File: src/rtl/logic_unit.sv
// logic_unit: registered bitwise operation unit with a valid/ready handshake.
// Each beat computes r = a op b. An optional accumulate mode folds a stream
// of beats into one result with AND, OR or XOR. Result flags are registered
// together with the result.
module logic_unit #(
  parameter int DW      = 32,
  parameter int ACC_MAX = 16,
  parameter int CW      = $clog2(ACC_MAX + 1)
) (
  input  logic          clk,
  input  logic          rst,
  input  logic          in_valid,
  output logic          in_ready,
  input  logic [DW-1:0] a,
  input  logic [DW-1:0] b,
  input  logic [2:0]    op,
  input  logic          acc_en,
  input  logic [1:0]    acc_op,
  input  logic          in_last,
  output logic          out_valid,
  input  logic          out_ready,
  output logic [DW-1:0] out_data,
  output logic          out_zero,
  output logic          out_ones,
  output logic [CW-1:0] out_beats,
  output logic          ovf
);

  typedef enum logic [1:0] {
    IDLE = 2'd0,
    ACC  = 2'd1,
    OUT  = 2'd2
  } state_t;

  localparam logic [CW-1:0] ACC_MAX_C = CW'(ACC_MAX);
  localparam logic [CW-1:0] ONE_C     = CW'(1);

  state_t        state_reg, state_next;
  logic [DW-1:0] acc_reg, acc_next;
  logic [CW-1:0] count_reg, count_next;
  logic [1:0]    acc_op_reg, acc_op_next;
  logic [DW-1:0] out_data_reg, out_data_next;
  logic          out_zero_reg, out_zero_next;
  logic          out_ones_reg, out_ones_next;
  logic [CW-1:0] out_beats_reg, out_beats_next;
  logic          ovf_reg, ovf_next;

  logic [3:0]    op_tt;
  logic [DW-1:0] beat_r;
  logic [DW-1:0] folded;
  logic [CW-1:0] count_plus;
  logic          accept;

  // Truth table for the selected op, indexed by {a_bit, b_bit}.
  always_comb begin
    case (op)
      3'd0:    op_tt = 4'b1000;  // AND
      3'd1:    op_tt = 4'b1110;  // OR
      3'd2:    op_tt = 4'b0110;  // XOR
      3'd3:    op_tt = 4'b0111;  // NAND
      3'd4:    op_tt = 4'b0001;  // NOR
      3'd5:    op_tt = 4'b1001;  // XNOR
      3'd6:    op_tt = 4'b1100;  // PASS_A
      default: op_tt = 4'b0011;  // NOT_A
    endcase
  end

  // Each result bit is a lookup of its own operand bit pair.
  for (genvar gi = 0; gi < DW; gi++) begin : g_bit
    assign beat_r[gi] = op_tt[{a[gi], b[gi]}];
  end

  // Fold the current beat into the accumulator with the sampled combiner.
  always_comb begin
    case (acc_op_reg)
      2'd0:    folded = acc_reg & beat_r;
      2'd1:    folded = acc_reg | beat_r;
      default: folded = acc_reg ^ beat_r;
    endcase
  end

  assign count_plus = count_reg + ONE_C;
  assign in_ready   = (state_reg != OUT) || out_ready;
  assign accept     = in_valid && in_ready;

  // Next-state and next-result logic; every register holds by default.
  always_comb begin
    state_next     = state_reg;
    acc_next       = acc_reg;
    count_next     = count_reg;
    acc_op_next    = acc_op_reg;
    out_data_next  = out_data_reg;
    out_zero_next  = out_zero_reg;
    out_ones_next  = out_ones_reg;
    out_beats_next = out_beats_reg;
    ovf_next       = ovf_reg;
    case (state_reg)
      IDLE, OUT: begin
        if (accept) begin
          // First beat: in OUT this also consumes the pending result.
          if (!acc_en || in_last) begin
            out_data_next  = beat_r;
            out_zero_next  = ~|beat_r;
            out_ones_next  = &beat_r;
            out_beats_next = ONE_C;
            ovf_next       = 1'b0;
            state_next     = OUT;
          end else begin
            acc_next    = beat_r;
            count_next  = ONE_C;
            acc_op_next = acc_op;
            state_next  = ACC;
          end
        end else if (state_reg == OUT && out_ready) begin
          state_next = IDLE;
        end
      end
      ACC: begin
        // in_ready is always 1 here, so in_valid alone accepts a beat.
        if (in_valid) begin
          count_next = count_plus;
          if (in_last || count_plus == ACC_MAX_C) begin
            out_data_next  = folded;
            out_zero_next  = ~|folded;
            out_ones_next  = &folded;
            out_beats_next = count_plus;
            ovf_next       = !in_last;
            acc_next       = '0;
            state_next     = OUT;
          end else begin
            acc_next = folded;
          end
        end
      end
      default: state_next = IDLE;
    endcase
  end

  // State and result registers with synchronous active-low reset.
  always_ff @(posedge clk) begin
    if (!rst) begin
      state_reg     <= IDLE;
      acc_reg       <= '0;
      count_reg     <= '0;
      acc_op_reg    <= '0;
      out_data_reg  <= '0;
      out_zero_reg  <= 1'b0;
      out_ones_reg  <= 1'b0;
      out_beats_reg <= '0;
      ovf_reg       <= 1'b0;
    end else begin
      state_reg     <= state_next;
      acc_reg       <= acc_next;
      count_reg     <= count_next;
      acc_op_reg    <= acc_op_next;
      out_data_reg  <= out_data_next;
      out_zero_reg  <= out_zero_next;
      out_ones_reg  <= out_ones_next;
      out_beats_reg <= out_beats_next;
      ovf_reg       <= ovf_next;
    end
  end

  assign out_valid = (state_reg == OUT);
  assign out_data  = out_data_reg;
  assign out_zero  = out_zero_reg;
  assign out_ones  = out_ones_reg;
  assign out_beats = out_beats_reg;
  assign ovf       = ovf_reg;

endmodule

File: config.mk
export PLATFORM = sky130hd
export DESIGN_NAME = logic_unit
export DESIGN_NICKNAME = d
export VERILOG_FILES = /design/src/rtl/logic_unit.sv
export SDC_FILE = /design/constraint.sdc
export NUM_CORES = 1
export LEC_CHECK = 0
export ABC_AREA = 1
export BUFFER_PORTS_ARGS = -buffer_cell sky130_fd_sc_hd__buf_2
export CAP_MARGIN = 25
export CORE_AREA = 2 2 76 150
export CTS_CLUSTER_DIAMETER = 80
export DETAILED_ROUTE_END_ITERATION = 16
export DIE_AREA = 0 0 78 152
export MAX_ROUTING_LAYER = met4
export PLACE_DENSITY = 0.86
export SLEW_MARGIN = 20
export SYNTH_ARGS = -nofsm -noshare
export SYNTH_HDL_FRONTEND = slang
export SYNTH_SLANG_ARGS = --single-unit
export TNS_END_PERCENT = 5
File: constraint.sdc
create_clock -name clk -period 4.98 [get_ports clk]
set_input_delay 0.747 -clock clk [delete_from_list [all_inputs] [get_ports clk]]
set_output_delay 0.747 -clock clk [all_outputs]
set_load 0.02 [all_outputs]
==> results.toml, run 1 <==
[run_status]
status = "complete, no violations"

[pwr]
leakage_uw = 0.00373
vdd_ir_drop_max_uv = 281
powerDensity_nw_per_um2 = 287

[cts]
postCtsSetupBuffers = 0
cts_resized = 0
clock_sinks = 81
cts_tree = "built"
clkTransAtPathRegs_ns = 0.06
cts_made_buffers = 9
clk_latency_ns = 0.35
clockBufferDepth = 2
cts-root-buf = "clkbuf_16"
cts_htree_levels = 3
hold_buffers = 0

[routing]
drc = 0
drt_wl_total_um = 21300
routedWlPerCell_um = 16.4
vias_per_cell = 6.01
drtIter0Drc = 802
vias = 7817
drt_first_pass_iters = 6
drtAntennaViolNets = 0

[cells_and_area]
num_antenna_cells = 0
drive_above_1_share = 0.144
fin_util = 0.678
area_delta_synth_final_pct = 13.4
fillers = 998
fin_nets = 1265

[timing]
rsz0062_at_grt = "false"
fmax_mhz = 293
finalHoldViolations = 0
clock_skew_ns = 0.00689
maxSlewViolCount = 0
fin_tns_setup_ns = 0
min_period_over_period = 0.686
worst_pin_slew_ns = 0.961
period_needed_ns = 3.42
relSlewSlack = 0.358
setup_violations = 0

[min_path]
hold_path_class = "flip-flop to flip-flop"
hold_depth = 2

[synthesis]
synthCells = 1080
netlist_area_um2 = 6460
synth_edf_count = 0
synth_cell_types = 38
syn_avg_cell_area_um2 = 5.98
synth_seq_cells = 81
yosysTopAreaCell = "dfxtp_1"
yosysMostFrequentCell = "nand2_1"
ys.warnings.count = 0
async_reset_ff_frac = 0
synth_top_flop_cell = "dfxtp_1"
yosys-top-cells-area = "dfxtp_1 (25%), nand2_1 (21%), inv_1 (7.4%)"
synth_nets = 1188
yosys-top-cells-count = "nand2_1 (357), inv_1 (128), dfxtp_1 (81), nand3_1 (81), o21ai_0 (74)"
synth_top_area_share = 0.251
ys_seq_area_frac = 0.251

[global_routing]
overflow = 0
grt_pass1_wl_um = 34200
grt_pass1_vias = 7333
antenna_found_initial = 0
grtUsageTotal = 0.367
grt_start_max_net_pins = 73

[critical_path]
startpoint_type = "input port"
cp_common_cell = "nand2_1"
path_max_fanout = 22
crit_type = "input port to flip-flop"
arrival_ns = 3.69
worstPathRequired_ns = 5.25
slowest_stage = "nand2_1"
cp-end-kind = "flip-flop"
worstRegToRegCells = 10
max_stage_delay_ns = 0.51
path_cells = "buf_2, inv_2, nand2_2, nand2_1, nand2_1, nand3_1, and2_1, inv_1, ha_1, a22o_1, inv_1, nand2_1, nor2_1, and2_0, nand2_1, nor2_1, nand2_1, a21oi_1"

[run]
max-cap-violations = 0

[floorplanning]
die_h_um = 152
die_area_um2 = 11900
start_util = 0.598
core_area_um2 = 10800
die_x_um = 78
io_pins = 117
row_count = 54

[placement]
io_buffers = 116
hpwl_um = 15000
finalWeightedCongestion = 0.983
==> layout by cell type (no fill, tap or decap), drive strengths merged <==
cell,n
nand3b,9
a22o,4
nor3,5
nand2,370
a21oi,55
a22oi,17
o21ai,81
a21boi,1
clkbuf,12
dfxtp,81
nor2,58
buf,122
a31oi,65
o211ai,8
nand3,84
a311oi,1
o22ai,1
and3,1
nand4,9
xor2,1
clkinv,3
inv,134
bufinv,2
ha,33
xnor2,1
and2,3
==> worst paths after layout <==
kind	start	to	slack, ns
hold reg to reg	out_beats[1]	out_beats[1]	0.47
setup / recovery	op[2]	out_zero	1.56
hold / removal	out_beats[1]	out_beats[1]	0.47
setup reg to reg	state_reg[0]	out_data[24]	1.88
==> critical path: cells and delay by family <==
family                     cells  cell delay (ns)
adders and majority gates      1             0.25
AOI/OAI and AO/OA              2             0.34
and+or+nand+nor               11             1.95
buffers and inverters          4             0.39
==> power breakdown <==
part | total [uW] | internal (uW) | leakage, uW | switching [uW]
clock | 711 | 450 | 0.000153 | 262
combinational | 650 | 200 | 0.00292 | 450
sequential | 742 | 705 | 0.000666 | 37.2
==> per-layer routing <==
layer  vias to the layer above  routed length (um)  track usage
li1                       3714                   -            -
met1                      3522                7620        0.393
met2                       461               10300        0.604
met3                       120                1880       0.0659
met4                         0                1460        0.250
met5                         -                   0            -
==> stage by stage <==
step	total power, uW	cells	hold slack, ns	cell area [um2]	setup slack (ns)
2_1_floorplan	1190	1080	0.453	6460	2.34
3_3_place_gp	1370	1286	0.446	7020	1.35
3_5_place_dp	1380	1286	0.458	7020	1.28
4_1_cts	2090	1301	0.466	7330	1.62
5_1_grt	2200	1301	0.484	7330	1.30
6_report	2100	1301	0.465	7330	1.56
==> cell families after synthesis <==
| kind of cell | after synthesis | synth area share |
|---|---|---|
| compound gates | 233 | 0.209 |
| buf+inv | 192 | 0.122 |
| xor+xnor | 2 | 0.00271 |
| simple gates | 539 | 0.351 |
| flops | 81 | 0.251 |
| fa+ha+maj | 33 | 0.0639 |
==> cell type report <==
class | instances | area, um2 | area share
Inverter | 136 | 510 | 0.0697
Clock buffer | 12 | 246 | 0.0336
Tap cell | 140 | 175 | 0.0239
Timing Repair Buffer | 122 | 626 | 0.0854
Sequential cell | 81 | 1620 | 0.221
Multi-Input combinational cell | 807 | 4080 | 0.557
Clock inverter | 3 | 65.1 | 0.00888
Note: power is estimated with default switching activity, not from simulation.
==> run 2, diff against run 1 <==
--- a/config.mk
+++ b/config.mk
@@ -5,15 +5,15 @@
 export SDC_FILE = /design/constraint.sdc
 export NUM_CORES = 1
 export LEC_CHECK = 0
-export ABC_AREA = 1
+export ABC_AREA = 0
 export BUFFER_PORTS_ARGS = -buffer_cell sky130_fd_sc_hd__buf_2
 export CAP_MARGIN = 25
-export CORE_AREA = 2 2 76 150
+export CORE_AREA = 2 2 82 162
 export CTS_CLUSTER_DIAMETER = 80
 export DETAILED_ROUTE_END_ITERATION = 16
-export DIE_AREA = 0 0 78 152
+export DIE_AREA = 0 0 84 164
 export MAX_ROUTING_LAYER = met4
-export PLACE_DENSITY = 0.86
+export PLACE_DENSITY = 0.81
 export SLEW_MARGIN = 20
 export SYNTH_ARGS = -nofsm -noshare
 export SYNTH_HDL_FRONTEND = slang
==> constraint.sdc (replaced) <==
create_clock -name clk -period 3.48 [get_ports clk]
set_input_delay 0.522 -clock clk [delete_from_list [all_inputs] [get_ports clk]]
set_output_delay 0.522 -clock clk [all_outputs]
set_load 0.02 [all_outputs]
==> results.toml, run 2 <==
[routing]
highest_layer = "met4"
vias = 8148
wl_met2_um = 11000
drc = 0
drt_first_pass_iters = 10
route.met3.wl_um = 1270
drt_wl_total_um = 22200
vias_per_cell = 6.45
drtAntennaViolNets = 0
wl_met1_um = 8620
drtIter0Drc = 785
routedWlPerCell_um = 17.6

[cts]
cts_htree_levels = 3
cts-root-buf = "clkbuf_16"
clock_sinks = 81
clockBufferDepth = 2
cts_tree = "built"
clkTransAtPathRegs_ns = 0.06
clk_latency_ns = 0.34
hold_buffers = 0
cts_made_buffers = 9

[synthesis]
synth_cell_types = 65
yosys-top-cells-count = "nand2_1 (103), dfxtp_1 (81), a21oi_1 (65), nor2_1 (58), o21ai_0 (51)"
synthCells = 938
ys.warnings.count = 0
yosys-top-cells-area = "dfxtp_1 (23%), ha_1 (5.8%), nand2_1 (5.4%)"
yosysMostFrequentCell = "nand2_1"
ys_seq_area_frac = 0.227
netlist_area_um2 = 7130
synth_top_area_share = 0.227
syn_avg_cell_area_um2 = 7.61
async_reset_ff_frac = 0
synth_nets = 1046
synth_top_flop_cell = "dfxtp_1"
synth_seq_cells = 81
synth_edf_count = 0
yosysTopAreaCell = "dfxtp_1"

[global_routing]
grt_pass1_wl_um = 35600
overflow = 0
grt_pass1_vias = 7683
grtUsageTotal = 0.321
grt_start_max_net_pins = 82
antenna_found_initial = 0

[critical_path]
worstPathRequired_ns = 3.74
startpoint_type = "input port"
arrival_ns = 3.67
crit_type = "input port to flip-flop"
path_max_fanout = 9
cp-end-kind = "flip-flop"
r2r_slack_ns = 0.43

[pwr]
leakage_uw = 0.00404
vdd_ir_drop_max_uv = 389
powerDensity_nw_per_um2 = 353

[cells_and_area]
area_delta_synth_final_pct = 23.9
fin_util = 0.704
final_common_cell = "buf_4"
layout.cells.most_common_list = "buf_4 (125), buf_2 (115), nand2_1 (103)"
fin_nets = 1217
fillers = 1085
num_antenna_cells = 0
drive_above_1_share = 0.266

[floorplanning]
core_area_um2 = 12600
start_util = 0.568
row_count = 58
die_x_um = 84
io_pins = 117
die_h_um = 164
die_area_um2 = 13800

[run_status]
status = "complete, no violations"

[timing]
fmax_mhz = 293
holdWs_ns = 0.446
setup_slack_ns = 0.0679
finalHoldViolations = 0
worst_pin_slew_ns = 0.938
setup_violations = 0
period_needed_ns = 3.41
min_period_over_period = 0.980
maxSlewViolCount = 0
fin_tns_setup_ns = 0
relSlewSlack = 0.371
clock_skew_ns = 0.00703

[placement]
finalWeightedCongestion = 1.02
pre_cts_slack_ns = -0.252
hpwl_um = 16400
io_buffers = 116

[run]
max-cap-violations = 0

[min_path]
hold_path_class = "input port to flip-flop"
==> run 2: cell types whose count changed in the layout (fill, tap and decap cells not counted), moves of 21 or more <==
cell	delta
nand2_1	-254
buf_4	+119
inv_1	-103
nand3_1	-69
a31oi_1	-59
o211a_1	+30
a21boi_0	+24
o21ai_0	-23
nor3_1	+22
o22a_1	+21
o22ai_1	+21
==> run 2: final timing paths <==
path	start	endpoint	depth (start not counted)
setup / recovery	op[0]	out_ones	12
hold reg to reg	out_data[5]	out_data[5]	2
hold / removal	acc_op[0]	acc_op_reg[0]	3
setup reg to reg	acc_op_reg[1]	out_ones	7
==> run 2: layer usage <==
| layer | track usage | vias to the layer above |
|---|---|---|
| met5 | - | - |
| met4 | 0.203 | 0 |
| met3 | 0.0332 | 114 |
| met2 | 0.555 | 392 |
| met1 | 0.348 | 3757 |
| li1 | - | 3885 |
==> run 2: report_power, final <==
group / switching (uW) / leakage, uW / internal, uW
clock network: 392 / 0.000149 / 596
logic: 615 / 0.00323 / 483
registers: 42.0 / 0.000663 / 988
total: 1050 / 0.00404 / 2070
==> run 2: cells by family after synthesis <==
logic type	count (synthesis)	share of synthesized area
buffers and inverters	109	0.0663
multiplexers	4	0.00561
AND/OR/NAND/NOR	307	0.218
XOR/XNOR	35	0.0430
AO/OA/AOI/OAI	351	0.357
adder cells (fa/ha/maj)	51	0.0831
flip-flops	81	0.227
==> run 2: cell type report <==
type	instances	area [um2]	area share
Multi-Input combinational cell	748	5060	0.572
Timing Repair Buffer	243	1560	0.177
Clock buffer	12	256	0.0290
Inverter	26	100	0.0113
Tap cell	150	188	0.0212
Sequential cell	81	1620	0.184
Clock inverter	4	51.3	0.00581
==> run 2: through the flow <==
stage	power [uW]	cell area, um2	cells
6_report	3120	8840	1264
5_1_grt	3260	8840	1264
4_1_cts	3100	8820	1263
3_5_place_dp	2120	8520	1247
3_3_place_gp	2090	8520	1247
2_1_floorplan	1670	7150	938
==> run 2: repair_timing <==
action	CTS	global route
gates resized for setup	0	2
setup buffers	0	1
setup endpoints to repair	0	1
==> run 2: worst max-delay path, cell delays in order <==
cell and delay, ns:
clkbuf_4 0.15, maj3_2 0.30, a211o_1 0.27, a2bb2oi_2 0.19, inv_1 0.07, ha_1 0.27, o22ai_1 0.07, a31o_1 0.22
or4_1 0.54, or4b_1 0.47, or4_1 0.40, a31oi_1 0.19
